### config.mk
export PLATFORM = sky130hd
export DESIGN_NAME = av_mm_arbiter2
export DESIGN_NICKNAME = d
export VERILOG_FILES = /design/src/rtl/av_mm_arbiter2.sv
export SDC_FILE = /design/constraint.sdc
export NUM_CORES = 1
export LEC_CHECK = 0
export CORE_MARGIN = 2
export CORE_UTILIZATION = 28
export DETAILED_ROUTE_END_ITERATION = 12
export PLACE_DENSITY = 0.87
export SYNTH_ARGS = -nofsm -noshare
export SYNTH_HDL_FRONTEND = slang
export SYNTH_SLANG_ARGS = --single-unit
### constraint.sdc
create_clock -name sysclk -period 5.15 [get_ports sysclk]
set_input_delay 1.03 -clock sysclk [delete_from_list [all_inputs] [get_ports sysclk]]
set_output_delay 1.03 -clock sysclk [all_outputs]
set_load 0.01 [all_outputs]
### src/rtl/av_mm_arbiter2.sv
// Two-master Avalon-MM arbiter: round-robin grants with a bounded hold count per grant.
// Transfers are never split or pre-empted; slave side is a pure mux on the grant state.
module av_mm_arbiter2 #(
    parameter int unsigned ADDR_W   = 16,
    parameter int unsigned DATA_W   = 16,
    parameter int unsigned HOLD_MAX = 4
) (
    input  logic              sysclk,
    input  logic              sysreset,
    input  logic [ADDR_W-1:0] m0_address,
    input  logic [DATA_W-1:0] m0_writedata,
    input  logic              m0_write,
    input  logic              m0_read,
    output logic [DATA_W-1:0] m0_readdata,
    output logic              m0_waitrequest,
    input  logic [ADDR_W-1:0] m1_address,
    input  logic [DATA_W-1:0] m1_writedata,
    input  logic              m1_write,
    input  logic              m1_read,
    output logic [DATA_W-1:0] m1_readdata,
    output logic              m1_waitrequest,
    output logic [ADDR_W-1:0] s_address,
    output logic [DATA_W-1:0] s_writedata,
    output logic              s_write,
    output logic              s_read,
    input  logic [DATA_W-1:0] s_readdata,
    input  logic              s_waitrequest,
    output logic [1:0]        grant
);

    localparam int unsigned CNT_W = $clog2(HOLD_MAX) + 1;
    localparam logic [CNT_W-1:0] CNT_TOP = CNT_W'(HOLD_MAX - 1);

    typedef enum logic [1:0] {
        StIdle,
        StG0,
        StG1
    } state_e;

    state_e           r_state;
    logic             r_last;
    logic [CNT_W-1:0] r_cnt;

    logic   w_req0;
    logic   w_req1;
    logic   w_req_owner;
    logic   w_req_other;
    logic   w_owner_is1;
    state_e w_other_st;

    assign w_req0      = m0_write | m0_read;
    assign w_req1      = m1_write | m1_read;
    assign w_owner_is1 = (r_state == StG1);
    assign w_req_owner = (r_state == StG0) ? w_req0 : (r_state == StG1) ? w_req1 : 1'b0;
    assign w_req_other = (r_state == StG0) ? w_req1 : (r_state == StG1) ? w_req0 : 1'b0;
    assign w_other_st  = (r_state == StG0) ? StG1 : StG0;

    always_ff @(posedge sysclk) begin
        if (sysreset) begin
            r_state <= StIdle;
            r_last  <= 1'b1;
            r_cnt   <= '0;
        end else begin
            unique case (r_state)
                StIdle: begin
                    r_cnt <= '0;
                    // On a tie the master that did not own the bus last wins.
                    if (w_req0 && (!w_req1 || r_last)) begin
                        r_state <= StG0;
                    end else if (w_req1) begin
                        r_state <= StG1;
                    end
                end
                StG0, StG1: begin
                    if (!w_req_owner) begin
                        r_state <= w_req_other ? w_other_st : StIdle;
                        r_cnt   <= '0;
                        r_last  <= w_owner_is1;
                    end else if (!s_waitrequest) begin
                        if (w_req_other && (r_cnt == CNT_TOP)) begin
                            r_state <= w_other_st;
                            r_cnt   <= '0;
                            r_last  <= w_owner_is1;
                        end else if (r_cnt != CNT_TOP) begin
                            r_cnt <= r_cnt + 1'b1;
                        end
                    end
                end
                default: begin
                    r_state <= StIdle;
                end
            endcase
        end
    end

    always_comb begin
        s_address      = '0;
        s_writedata    = '0;
        s_write        = 1'b0;
        s_read         = 1'b0;
        m0_waitrequest = 1'b1;
        m1_waitrequest = 1'b1;
        unique case (r_state)
            StG0: begin
                s_address      = m0_address;
                s_writedata    = m0_writedata;
                s_write        = m0_write;
                s_read         = m0_read;
                m0_waitrequest = s_waitrequest;
            end
            StG1: begin
                s_address      = m1_address;
                s_writedata    = m1_writedata;
                s_write        = m1_write;
                s_read         = m1_read;
                m1_waitrequest = s_waitrequest;
            end
            default: begin
            end
        endcase
    end

    assign m0_readdata = s_readdata;
    assign m1_readdata = s_readdata;
    assign grant       = {r_state == StG1, r_state == StG0};

endmodule

## Yosys cells after proc, flatten, opt, wreduce, memory -nomap -nowiden

Cells that the tools add are included.
Widths: inputs -> output; s select.

- Bits in latches: 0
- ROM bits: 0
- Memories: 0
- Bits in registers: 6
- Output and inout port bits: 70
- Memory bits (writable): 0
- Bits of input ports: 87

- Mux-type cells: 26
- Add/sub/neg operators: 1
- Reduce and logical (&&, ||, !) cells: 10
- Multipliers: 0
- Div/mod/pow operators: 0
- Magnitude comparators: 0
- Bitwise operators: 2
- Shifts and indexed selects: 0
- Eq/ne operators: 10

Operators with widths:

| cell | count |
|---|---|
| $pmux 16 s2 | 2 |
| $mux 2 | 7 |
| $mux 3 | 4 |
| $mux 1 | 9 |
| $ne 3x3->1 const B | 3 |
| $reduce_and 3->1 | 3 |
| $pmux 3 s2 | 1 |
| $ne 4x4->1 const B | 1 |
| $pmux 1 s2 | 2 |
| $pmux 2 s2 | 1 |
| $add 3x1->3 const B | 1 |
| $eq 3x2->1 const B | 1 |
| $ne 3x2->1 const B | 1 |
| $eq 2x1->1 const B | 1 |
| $eq 2x2->1 const B | 1 |
| $logic_and 1x1->1 | 2 |
| $logic_not 2->1 | 1 |
| $ne 2x1->1 const B | 1 |
| $ne 2x2->1 const B | 1 |
| $or 1x1->1 | 2 |
| $reduce_bool 2->1 | 1 |
| $reduce_or 2->1 | 1 |
| $logic_not 1->1 | 1 |
| $logic_or 1x1->1 | 1 |

## Depth between registers and ports, before layout

Gate-level depths: netlist of the first run.

- Depth in word-level cells: 8
- Depth in mapped cells: 7
- Gate-level depth less buffers: 7

## Worst setup path before layout of the first run

Ideal clock, no wire load.

- Path kind: reg2out
- Start: reg r_state[1]
- End: out s_writedata[1]
- Setup slack: 2.533 ns
- Cell stages (with the launch flop): 7
- Arrival time: 1.587 ns
- Buffers on the path: 2
- Cell sequence: dfxtp_1 inv_1 ha_1 clkbuf_1 clkbuf_1 a22oi_1 nor2b_1

- Longest elaborated chain between the ends: 2
- Elaborated cells on any way between the ends: 3
- Those cells by class: eq/ne: 2; mux: 1

Ends and longest elaborated chain:

| element | RTL line | source |
|---|---|---|
| start: declaration | 40 | `state_e r_state;` |
| start signal: assignment | 60 | `r_state <= StIdle;` |
| start signal: assignment | 69 | `r_state <= StG0;` |
| start signal: assignment | 71 | `r_state <= StG1;` |
| $eq 2x1->1 | -- |  |
| via grant[0] | 28 | `output logic [1:0] grant` |
| $pmux 16 s2 | 103 | `unique case (r_state)` |
| end: declaration | 23 | `output logic [DATA_W-1:0] s_writedata,` |

The timed path passes the listed nets, and every way through them passes these cells.

## Final worst setup path of the first run

- Start: reg r_state[0]
- End: out s_address[8]

- Longest elaborated chain between the ends: 2
- Elaborated cells on any way between the ends: 3
- Those cells by class: eq/ne: 2; mux: 1

Ends and longest elaborated chain:

| element | RTL line | source |
|---|---|---|
| $eq 2x2->1 / $eq 2x1->1 (equally long branches) | 103 |  |
| $pmux 16 s2 * | 103 |  |
| end: declaration | 22 | `output logic [ADDR_W-1:0] s_address,` |

Every way passes the cells marked *; elsewhere a longest branch is shown, timed or not.

==> key figures, run 1 <==
Die
  – Initial Util: 0.288
  – Die width: ~70 microns
  – # rows: 24
  – IO Count: about 160
  – Die ar.: between 0.004 and 0.005 sq mm
  – Placeable Area: 0.00429 sq mm
  – Die height: 70.5 microns

Clocking
  – Hold_buf cts: 0
  – H-tree levels: 1
  – CTS tree: done
  – CTS Sinks: 6
  – Clock-pin slew on the worst setup and hold paths: approximately 40 ps
  – Root Driver: clkbuf_8
  – Setup Fix Bufs, Post-CTS: 0
  – Cts bufs inserted: 3
  – Post-CTS Resized: 0
  – CTS max path bufs: 2
  – Clk_lat worst skew: 230 ps

Place
  – Inst Count DP: 288
  – I/O Buffers: 108
  – Area post-placement: between 0.002 and 0.0025 sq mm
  – Post-DP HPWL: approximately 3300 microns
  – RePlAce Congestion: approximately 0.74

Synthesis
  – Post-Syn Nets: 264
  – Largest family of logic cells by synthesized area: compound AO/OA/AOI/OAI gates
  – Yosys warns: 0
  – Largest cells by area after synthesis: a22oi_1 (21%), buf_4 (20%), nor2b_1 (17%), dfxtp_1 (9.7%), ha_1 (5.1%)
  – Post-synth EDFFs: 0
  – Post-Syn Instances: 172
  – Sequential-to-total area share from yosys stat: 0.0971
  – Dominant cell type by area after synthesis: a22oi_1
  – Distinct cells, synth: 34
  – Synth Register Bits: 6
  – Top cell type's share of synthesized area: 0.206
  – Syn avg cell area: between 7 and 8 sq um
  – Cell Area, Synth: 0.00124 sq mm
  – Async SR Flop Fraction: 0
  – Simple-gate share of the synthesized area: 0.278
  – XOR/XNOR Fraction of Synth Area: 0
  – Compound-Gate Fraction of Synth Area: 0.326
  – Fraction of synthesized area in multiplexers: 0
  – Post-synth top cells: a22oi_1 (34), nor2b_1 (34), buf_4 (33)
  – Ys flop type: dfxtp_1
  – Fraction of the mapped netlist area in adder cells: 0.0506

STA
  – Final-report setup violation count: 0
  – Final-report hold violation count: 0
  – Fin Hold WS: around 480 ps
  – Slew Limit Headroom: 0.193
  – Setup Total Neg Slack: 0 ps
  – Fin crit period: between 3000 and 4000 ps
  – Slew @ Worst Pin: ~1200 ps
  – Max Clk Rate: around 270 MHz
  – Max Clock Skew: around 3.7 ps
  – Final Max Tran Viols: 0
  – Final Cycle Share: 0.725
  – RSZ-0062 raised after global routing: false

Global routing
  – Met2 usage: 0.284
  – Initial antenna violation count: 0
  – Met3 Use GR: 0.0606
  – Largest net degree at the start of global routing: 42
  – First-pass GRT wire length: between 6000 and 7000 microns
  – Total GRT Usage: 0.162
  – Grt ovf: 0
  – Number of global-route vias before repair: 1,409
  – Met1 Use GR: 0.180
  – GR peak layer: met2

Run status
  – Outcome: finished, final reports clean

Critical path
  – Crit Path Category: reg2out
  – CP endpoint kind: output pin
  – Critical Path AT: ~2700 ps
  – CP startpoint kind: flop
  – CP Max Fanout: 33
  – Max incr delay on CP: 970 ps
  – Slowest-stage cell, CP: ha_1
  – CP Cell Sequence: inv_1 > ha_1 > buf_4 > a22oi_1 > nor2b_1 > clkdlybuf4s50_1
  – Buf+Inv Stages, Crit Path: 3
  – CP delay by family, top: buffers and inverters
  – CP required: 4120 ps

Layout
  – ANT cells: 0
  – Final net count: ~330
  – Design area: around 0.0021 sq mm
  – Layout cells sized above 1: 0.0293
  – Area growth syn-to-layout: 73.2%
  – Finished Layout Cells: 291

Power
  – Power per Cell Area: around 400 mW/mm^2
  – LEAKAGE: roughly 0.70 nW
  – Maximum VDD drop: around 200 uV
  – Total power: about 830 uW

Detailed routing
  – Drt drc: 0
  – Antenna Nets Post-Route: 0
  – 1st-iter DRT viols: 104
  – Avg Vias per Cell: between 5 and 6
  – Via Count: between 1,000 and 1,500
  – WL/cell: about 15 microns
  – First-pass detailed-route iteration total: 4
  – Final wirelength: between 4000 and 5000 microns

Worst hold path
  – Hold/Removal Path Class: reg2reg

Job
  – Max_cap viols: 0
[per-stage QoR]
| stage | util | setup slack (ps) |
|---|---|---|
| 2_1_floorplan | - | 2530 |
| 3_3_place_gp | 0.490 | 1710 |
| 3_5_place_dp | 0.490 | 1640 |
| 4_1_cts | 0.499 | 1400 |
| 5_1_grt | 0.499 | 1270 |
| 6_report | 0.499 | 1420 |
[cell families (layout without fill, tap and decap cells)]
logic type,after synthesis,after routing
simple gates,58,58
fa+ha+maj,5,5
compound gates,54,54
flops,6,6
buf+inv,49,116
[tightest hold or removal path: stages, from the launching register on]
cell and delay, ps:
dfxtp_1 310, inv_1 70, nor3_1 50
[power breakdown]
part / leakage (nW) / internal [mW] / switching (mW)
Clock: 0.0216 / 0.0502 / 0.0207
Combinational: 0.632 / 0.371 / 0.326
Sequential: 0.0490 / 0.0578 / 0.00810
Total: 0.702 / 0.479 / 0.355
[final cells by class]
cell class	instances	area, sq um
sequential	6	120
clock buffer	3	41.3
multi-input combinational	117	810
fill	431	2150
inverter	3	11.3
tap	52	65.1
timing repair buffer	110	1100
[per-layer routing]
layer | share of wire | vias to the layer above
li1 | - | 716
met1 | 0.39 | 651
met2 | 0.48 | 88
met3 | 0.12 | 9
met4 | 0.015 | 0
met5 | 0 | -
[worst paths after layout]
path	from	to	slack, ps	cells past startpoint
setup / recovery	r_state[0]	s_address[8]	1420	6
hold / removal	r_cnt[2]	r_cnt[2]	480	2
setup reg to reg	r_state[0]	r_state[0]	2300	7
hold reg to reg	r_cnt[2]	r_cnt[2]	480	2
[sequential cells by signal, indices dropped and copies added (netlist names)]
register	flops
r_last	1
r_cnt	3
r_state	2
[layout by cell type (no fill, tap or decap), types with 4 or more instances in the layout]
master | netlist | final
ha_1 | 5 | 5
a22oi_1 | 34 | 34
nor2_1 | 5 | 5
dfxtp_1 | 6 | 6
nand2b_1 | 4 | 4
nand2_1 | 4 | 4
clkdlybuf4s50_1 | 0 | 108
nor2b_1 | 34 | 34
No activity file was read; power rests on OpenSTA's default activity.
==> inputs of run 2 (changes only) <==
--- a/config.mk
+++ b/config.mk
@@ -6,9 +6,9 @@
 export NUM_CORES = 1
 export LEC_CHECK = 0
 export CORE_MARGIN = 2
-export CORE_UTILIZATION = 28
+export CORE_UTILIZATION = 26
 export DETAILED_ROUTE_END_ITERATION = 12
-export PLACE_DENSITY = 0.87
+export PLACE_DENSITY = 0.82
 export SYNTH_ARGS = -nofsm -noshare
 export SYNTH_HDL_FRONTEND = slang
 export SYNTH_SLANG_ARGS = --single-unit
==> constraint.sdc (replaced) <==
create_clock -name sysclk -period 3.8 [get_ports sysclk]
set_input_delay 0.76 -clock sysclk [delete_from_list [all_inputs] [get_ports sysclk]]
set_output_delay 0.76 -clock sysclk [all_outputs]
set_load 0.01 [all_outputs]
==> run 2 against run 1 <==
  * Register-to-register slack worse by 700 ps
  * Worst setup slack lost 760 ps
  * Total power is 37% higher
  * Sequential cell count is the same
  * Clock power increased by 31%
  * Worst hold slack better by 9.2 ps
  * Clock-buffer cell count unchanged
  * Die area increased by 7.2%
  * Critical endpoint is now s_writedata[10]
  * Largest power group unchanged
  * Highest routed layer unchanged
==> key figures, run 2 (synthesis results as in run 1) <==
Run status
  – Outcome: finished, final reports clean

Detailed routing
  – Final wirelength: 4380 microns (+1.8%)
  – Drt drc: 0 (unchanged)
  – Via Count: 1,490 (+1.8%)
  – 1st-iter DRT viols: 59 (-43%)
  – Antenna Nets Post-Route: 0 (unchanged)
  – First-pass detailed-route iteration total: 4 (unchanged)
  – WL/cell: 14.8 microns (+0.41%)
  – Avg Vias per Cell: 5.05 (+0.40%)

Critical path
  – CP endpoint kind: output pin
  – CP delay by family, top: adder cells
  – Max incr delay on CP: 910 ps (-60 ps)
  – CP Cell Sequence: inv_1 > ha_1 > nor2b_1 > clkdlybuf4s50_1
  – Crit Path Category: reg2out
  – Slowest-stage cell, CP: ha_1
  – CP required: 3040 ps (-1080 ps)
  – Critical Path AT: 2380 ps (-320 ps)
  – CP startpoint kind: flop
  – Buf+Inv Stages, Crit Path: 2 (-1)
  – CP Max Fanout: 40 (+21%)

Clocking
  – Setup Fix Bufs, Post-CTS: 0 (unchanged)
  – Clock-pin slew on the worst setup and hold paths: 30 ps (about the same)
  – CTS tree: done
  – CTS Sinks: 6 (unchanged)
  – Cts bufs inserted: 3 (unchanged)
  – Post-CTS Resized: 0 (unchanged)
  – Hold_buf cts: 0 (unchanged)
  – H-tree levels: 1 (unchanged)
  – Root Driver: clkbuf_8
  – CTS max path bufs: 2 (unchanged)
  – Clk_lat worst skew: 220 ps (about the same)

STA
  – Slew @ Worst Pin: 943 ps (-268 ps)
  – Final Cycle Share: 0.827
  – Max Clock Skew: 0.384 ps (-3.36 ps)
  – Setup Total Neg Slack: 0 ps (unchanged)
  – Slew Limit Headroom: 0.371 (+0.179)
  – Max Clk Rate: between 300 and 400 MHz
  – Final Max Tran Viols: 0 (unchanged)
  – Final-report setup violation count: 0 (unchanged)
  – Final-report hold violation count: 0 (unchanged)
  – RSZ-0062 raised after global routing: false
  – Fin crit period: roughly 3100 ps

Layout
  – Reg with most FFs: r_cnt
  – Area growth syn-to-layout: 74.6%
  – Most frequent cells in the layout: clkdlybuf4s50_1 (108), a22oi_1 (34), nor2b_1 (34), dfxtp_1 (6)
  – Layout cells sized above 1: 0.0373 (+0.00806)
  – Largest registers: r_cnt (3), r_state (2), r_last (1)
  – Commonest non-fill, non-tap cell in the layout: clkdlybuf4s50_1
  – ANT cells: 0 (unchanged)
  – Max FFs per register: 3 (unchanged)
  – Final net count: 335 (+0.60%)

Power
  – Power per Cell Area: 530 mW/mm^2 (+36%)
  – Total power: 1.14 mW (+37%)
  – LEAKAGE: 0.713 nW (+1.5%)
  – Maximum VDD drop: 382 uV (+87%)

Die
  – Die width: 73.0 microns (+3.6%)
  – Die ar.: 0.00533 sq mm (+7.2%)
  – Placeable Area: 0.00466 sq mm (+8.5%)
  – Initial Util: 0.266 (-0.0227)
  – Die height: 73.0 microns (+3.6%)
  – IO Count: 157 (unchanged)
  – # rows: 25 (+4.2%)

Worst hold path
  – Hold/Removal Path Class: reg2reg

Global routing
  – Grt ovf: 0 (unchanged)
  – First-pass GRT wire length: 6480 microns (-1.6%)
  – Initial antenna violation count: 0 (unchanged)
  – Largest net degree at the start of global routing: 41 (-2.4%)
  – Total GRT Usage: 0.150 (-0.0121)
  – Number of global-route vias before repair: 1,405 (-0.28%)

Place
  – Post-DP HPWL: 3510 microns (+6.0%)
  – I/O Buffers: 108 (unchanged)
  – RePlAce Congestion: 0.771 (+4.8%)

Job
  – Max_cap viols: 0 (unchanged)
[run 2: cell types whose count changed in the layout (fill, tap and decap cells not counted)]
cell / previous run / this run
buf_4: 2 / 4
[run 2: worst min-delay path, delay by kind of cell, from the launching register on]
kind          cells  cell delay [ps]
buf+inv           1               80
flops             1              310
simple gates      1               50
[run 2: final timing paths]
check             start               to  slack [ps]  depth (start not counted)
min reg2reg    r_cnt[2]         r_cnt[2]         490                          2
max reg2reg  r_state[1]       r_state[0]        1600                          6
min            r_cnt[2]         r_cnt[2]         490                          2
max          r_state[1]  s_writedata[10]         660                          4
[run 2: final cells by class]
cell class | instances | area [sq um]
repair buffers | 112 | 1110
fillers | 470 | 2500
well taps | 54 | 67.6
inverters | 3 | 11.3
flip-flops and latches | 6 | 120
multi-input cells | 117 | 810
clock buffers | 3 | 41.3
[run 2: power breakdown]
| group | internal, mW | switching [mW] | leakage (nW) | total [mW] |
|---|---|---|---|---|
| logic | 0.513 | 0.449 | 0.642 | 0.962 |
| registers | 0.0784 | 0.0117 | 0.0490 | 0.0901 |
| clock network | 0.0678 | 0.0252 | 0.0216 | 0.0930 |
| total | 0.659 | 0.486 | 0.713 | 1.14 |
[run 2: through the flow]
step                      setup WS (ps)  hold slack, ps  instances  cell area, sq um  utilization
after floorplan                    1450             452        172              1240            -
after global placement              865             468        292              2120        0.455
after detailed placement            841             483        292              2120        0.455
after CTS                           601             485        295              2160        0.464
after global routing                461             510        295              2160        0.464
final                               656             488        295              2160        0.464
[run 2: routing by layer]
metal	vias up	wire length [microns]	track usage
met5	-	0	0
met4	0	55	0.0329
met3	7	439	0.0401
met2	92	2230	0.273
met1	669	1660	0.173
li1	722	-	-
==> variant (config.mk and constraints of run 2) <==
Set the parameter `ADDR_W` to 17 (it was 16).
--- a/src/rtl/av_mm_arbiter2.sv
+++ b/src/rtl/av_mm_arbiter2.sv
@@ -3,3 +3,3 @@
 module av_mm_arbiter2 #(
-    parameter int unsigned ADDR_W   = 16,
+    parameter int unsigned ADDR_W   = 17,
     parameter int unsigned DATA_W   = 16,
Ports: changed (resized m0_address, m1_address and s_address); port bits go from 157 to 160. No check against the original RTL was run, so the function may have changed too.
==> variant against run 2 <==
Total power grew 3.2%; final area grew 3.2%; area after synthesis grew 2.4%; sequential cell count is the same; clock skew grew 2.1 ps; combinational power grew 3.2%; wire length shrank 4.9%; sequential share of layout area shrank 0.17 points; setup slack lost 34 ps; critical path depth is the same; count of clock-buffer cells in the layout is the same; critical path type unchanged.
==> variant: results (changes against run 2) <==
GRT
The via count of the first global-routing pass was 1,331 (-5.3%). The met3 usage in global routing is 3.704% (-0.30 points). The global-route wire length before repair is 5989 um (-7.6%). The global-route track usage on met2 came to 23.71% (-3.6 points).

The global-route met1 utilization is 16.04% (-1.3 points). The number of antenna violations at the first check in global routing is 0 (unchanged). The largest net degree at the start of global routing came to 42 (+2.4%).

The overall routing resource usage is 13.66% (-1.3 points).

Yosys
The total nets after synthesis is 269 (+1.9%). The sequential element share of the synthesized area was 9.477% (-0.23 points). The multiplexer fraction of the synthesized cell area is 0% (unchanged). The share of async-settable or async-resettable flops after synthesis is 0% (unchanged). The leading register cell type out of synthesis is sky130_fd_sc_hd__dfxtp_1.

The post-synthesis compound-gate area fraction is 32.38% (-0.18 points). The XOR/XNOR share of the synthesized area is 0% (unchanged). The arithmetic-cell share of the synthesized area counting full adders, half adders and majority gates is 4.936% (-0.12 points). After synthesis, the cell types taking the most area are sky130_fd_sc_hd__a22oi_1 (21%), sky130_fd_sc_hd__buf_4 (20%), sky130_fd_sc_hd__nor2b_1 (17%).

The distinct cell type count after synthesis is 35 (+2.9%). The commonest cells after synthesis are sky130_fd_sc_hd__a22oi_1 (35), sky130_fd_sc_hd__nor2b_1 (35), sky130_fd_sc_hd__buf_4 (33), sky130_fd_sc_hd__clkbuf_1 (12), sky130_fd_sc_hd__dfxtp_1 (6).

Timing
The final setup skew is 2.531 ps (+2.147 ps). The tightest slew margin relative to the limit is 36.22% (-0.92 points). The worst hold slack after final layout is 485.2 ps (-2.667 ps).

Status
The flow ran to the end, and the final reports show no timing, DRC or antenna violations.

Cells and area
The share of post-route cells with drive strength above 1 is 3.265% (-0.47 points). The number of antenna diodes is 0 (unchanged). The largest registers in the layout are r_cnt x3, r_state x2, r_last x1.

The final-stage net count was 341 (+1.8%). The count of fill cells added during filler insertion is 445 (-5.3%).

Clock tree
The number of gates resized after cts was 0 (unchanged). The number of buffers inserted by post-CTS setup repair is 0 (unchanged). The clock buffer count from CTS is 3 (unchanged). The maximum buffer depth of the clock tree is 2 (unchanged). The clock reaches the later pin of the worst-skew pair after 230 ps.

Place
The port buffer count is 111 (+2.8%). The half-perimeter wire length after detailed placement is 3190 um (-9.0%). The final RePlAce weighted congestion is 0.7153 (-7.2%).

Routing
The number of iterations in the first detailed-routing pass is 5 (+1). The number of vias in the routed layout came to 1,498 (+0.54%). The number of violations reported at the end of detailed-routing iteration 0 was 66 (+12%). The wire length after detailed routing came to 4162 um (-4.9%).

Worst setup path
The top fanout value on the critical path is 41 (+2.5%). In this run the critical register-to-register path is launched from r_state[0]. The worst flop-to-flop path endpoint is r_state[0]. The worst reg-to-reg path cell count is 8 (+2). The setup slack on the worst flop-to-flop path came to 1220 ps (-380 ps). The worst path arrival time is 2420 ps (+40 ps).

Min path
The min-delay analysis places its worst path in the category reg2reg. The worst hold path terminates at r_cnt[2]. The number of cells on the worst hold path is 2 (unchanged).

Power
The worst ir drop on vdd is 0.0002818 V (-26%). The static leakage power is 0.7255 nW (+1.8%).
==> variant: cell types whose count changed after synthesis <==
cell	change
sky130_fd_sc_hd__nor2b_2	-1
sky130_fd_sc_hd__a22oi_1	+1
sky130_fd_sc_hd__clkbuf_1	+2
sky130_fd_sc_hd__buf_1	-2
sky130_fd_sc_hd__nor2b_1	+1
sky130_fd_sc_hd__nor2b_4	+1
sky130_fd_sc_hd__buf_6	+1
==> variant: routing by layer <==
metal,share of wire (%),vias to the layer above,wire length [um]
met4,0.94,0,39
met5,0,-,0
li1,-,737,-
met2,48,87,2001
met1,40,668,1681
met3,11,6,440
==> variant: final cells by class <==
type / count / area [um^2] / share of cell area (%)
inverters: 3 / 11.26 / 0.5048
multi-input cells: 119 / 828.3 / 37.13
flip-flops and latches: 6 / 120.1 / 5.384
clock buffers: 3 / 41.29 / 1.851
well taps: 67 / 83.83 / 3.758
repair buffers: 114 / 1146 / 51.37
==> variant: logic make-up (layout without fill, tap and decap cells) <==
| family | after synthesis | after routing |
|---|---|---|
| and+or+nand+nor | 59 | 59 |
| AOI/OAI and AO/OA | 55 | 55 |
| buffers and inverters | 50 | 120 |
| DFF | 6 | 6 |
| adders and majority gates | 5 | 5 |
==> variant: report_power, final <==
group	switching, mW	internal [mW]
combinational	0.459	0.534
clock	0.0313	0.0684
sequential	0.0108	0.0783
==> variant: worst max-delay path, cell delays in order (launching register included) <==
cell and delay [ps]:
sky130_fd_sc_hd__dfxtp_1 350, sky130_fd_sc_hd__inv_1 90, sky130_fd_sc_hd__ha_1 920, sky130_fd_sc_hd__nor2b_1 250, sky130_fd_sc_hd__clkdlybuf4s50_1 570
==> variant: worst max path at each step <==
| stage | cells after the start | slack [ps] | from | endpoint |
|---|---|---|---|---|
| 6_report | 4 | 620 | r_state[0] | s_address[6] |
| 4_1_cts | 4 | 600 | r_state[0] | s_address[6] |
| 3_3_place_gp | 4 | 860 | r_state[0] | s_address[8] |
| 3_5_place_dp | 4 | 820 | r_state[0] | s_writedata[7] |
| 2_1_floorplan | 7 | 1420 | r_state[1] | s_writedata[10] |
| 5_1_grt | 4 | 410 | r_state[1] | s_address[6] |
==> variant: through the flow <==
step / utilization, % / setup slack [ps] / area [um^2] / instances
finish: 47.23 / 621.5 / 2231 / 312
floorplan: - / 1418 / 1267 / 175
detailed placement: 46.36 / 824.8 / 2190 / 309
global route: 47.23 / 410.2 / 2231 / 312
CTS: 47.23 / 598.3 / 2231 / 312
global placement: 46.36 / 858.3 / 2190 / 309
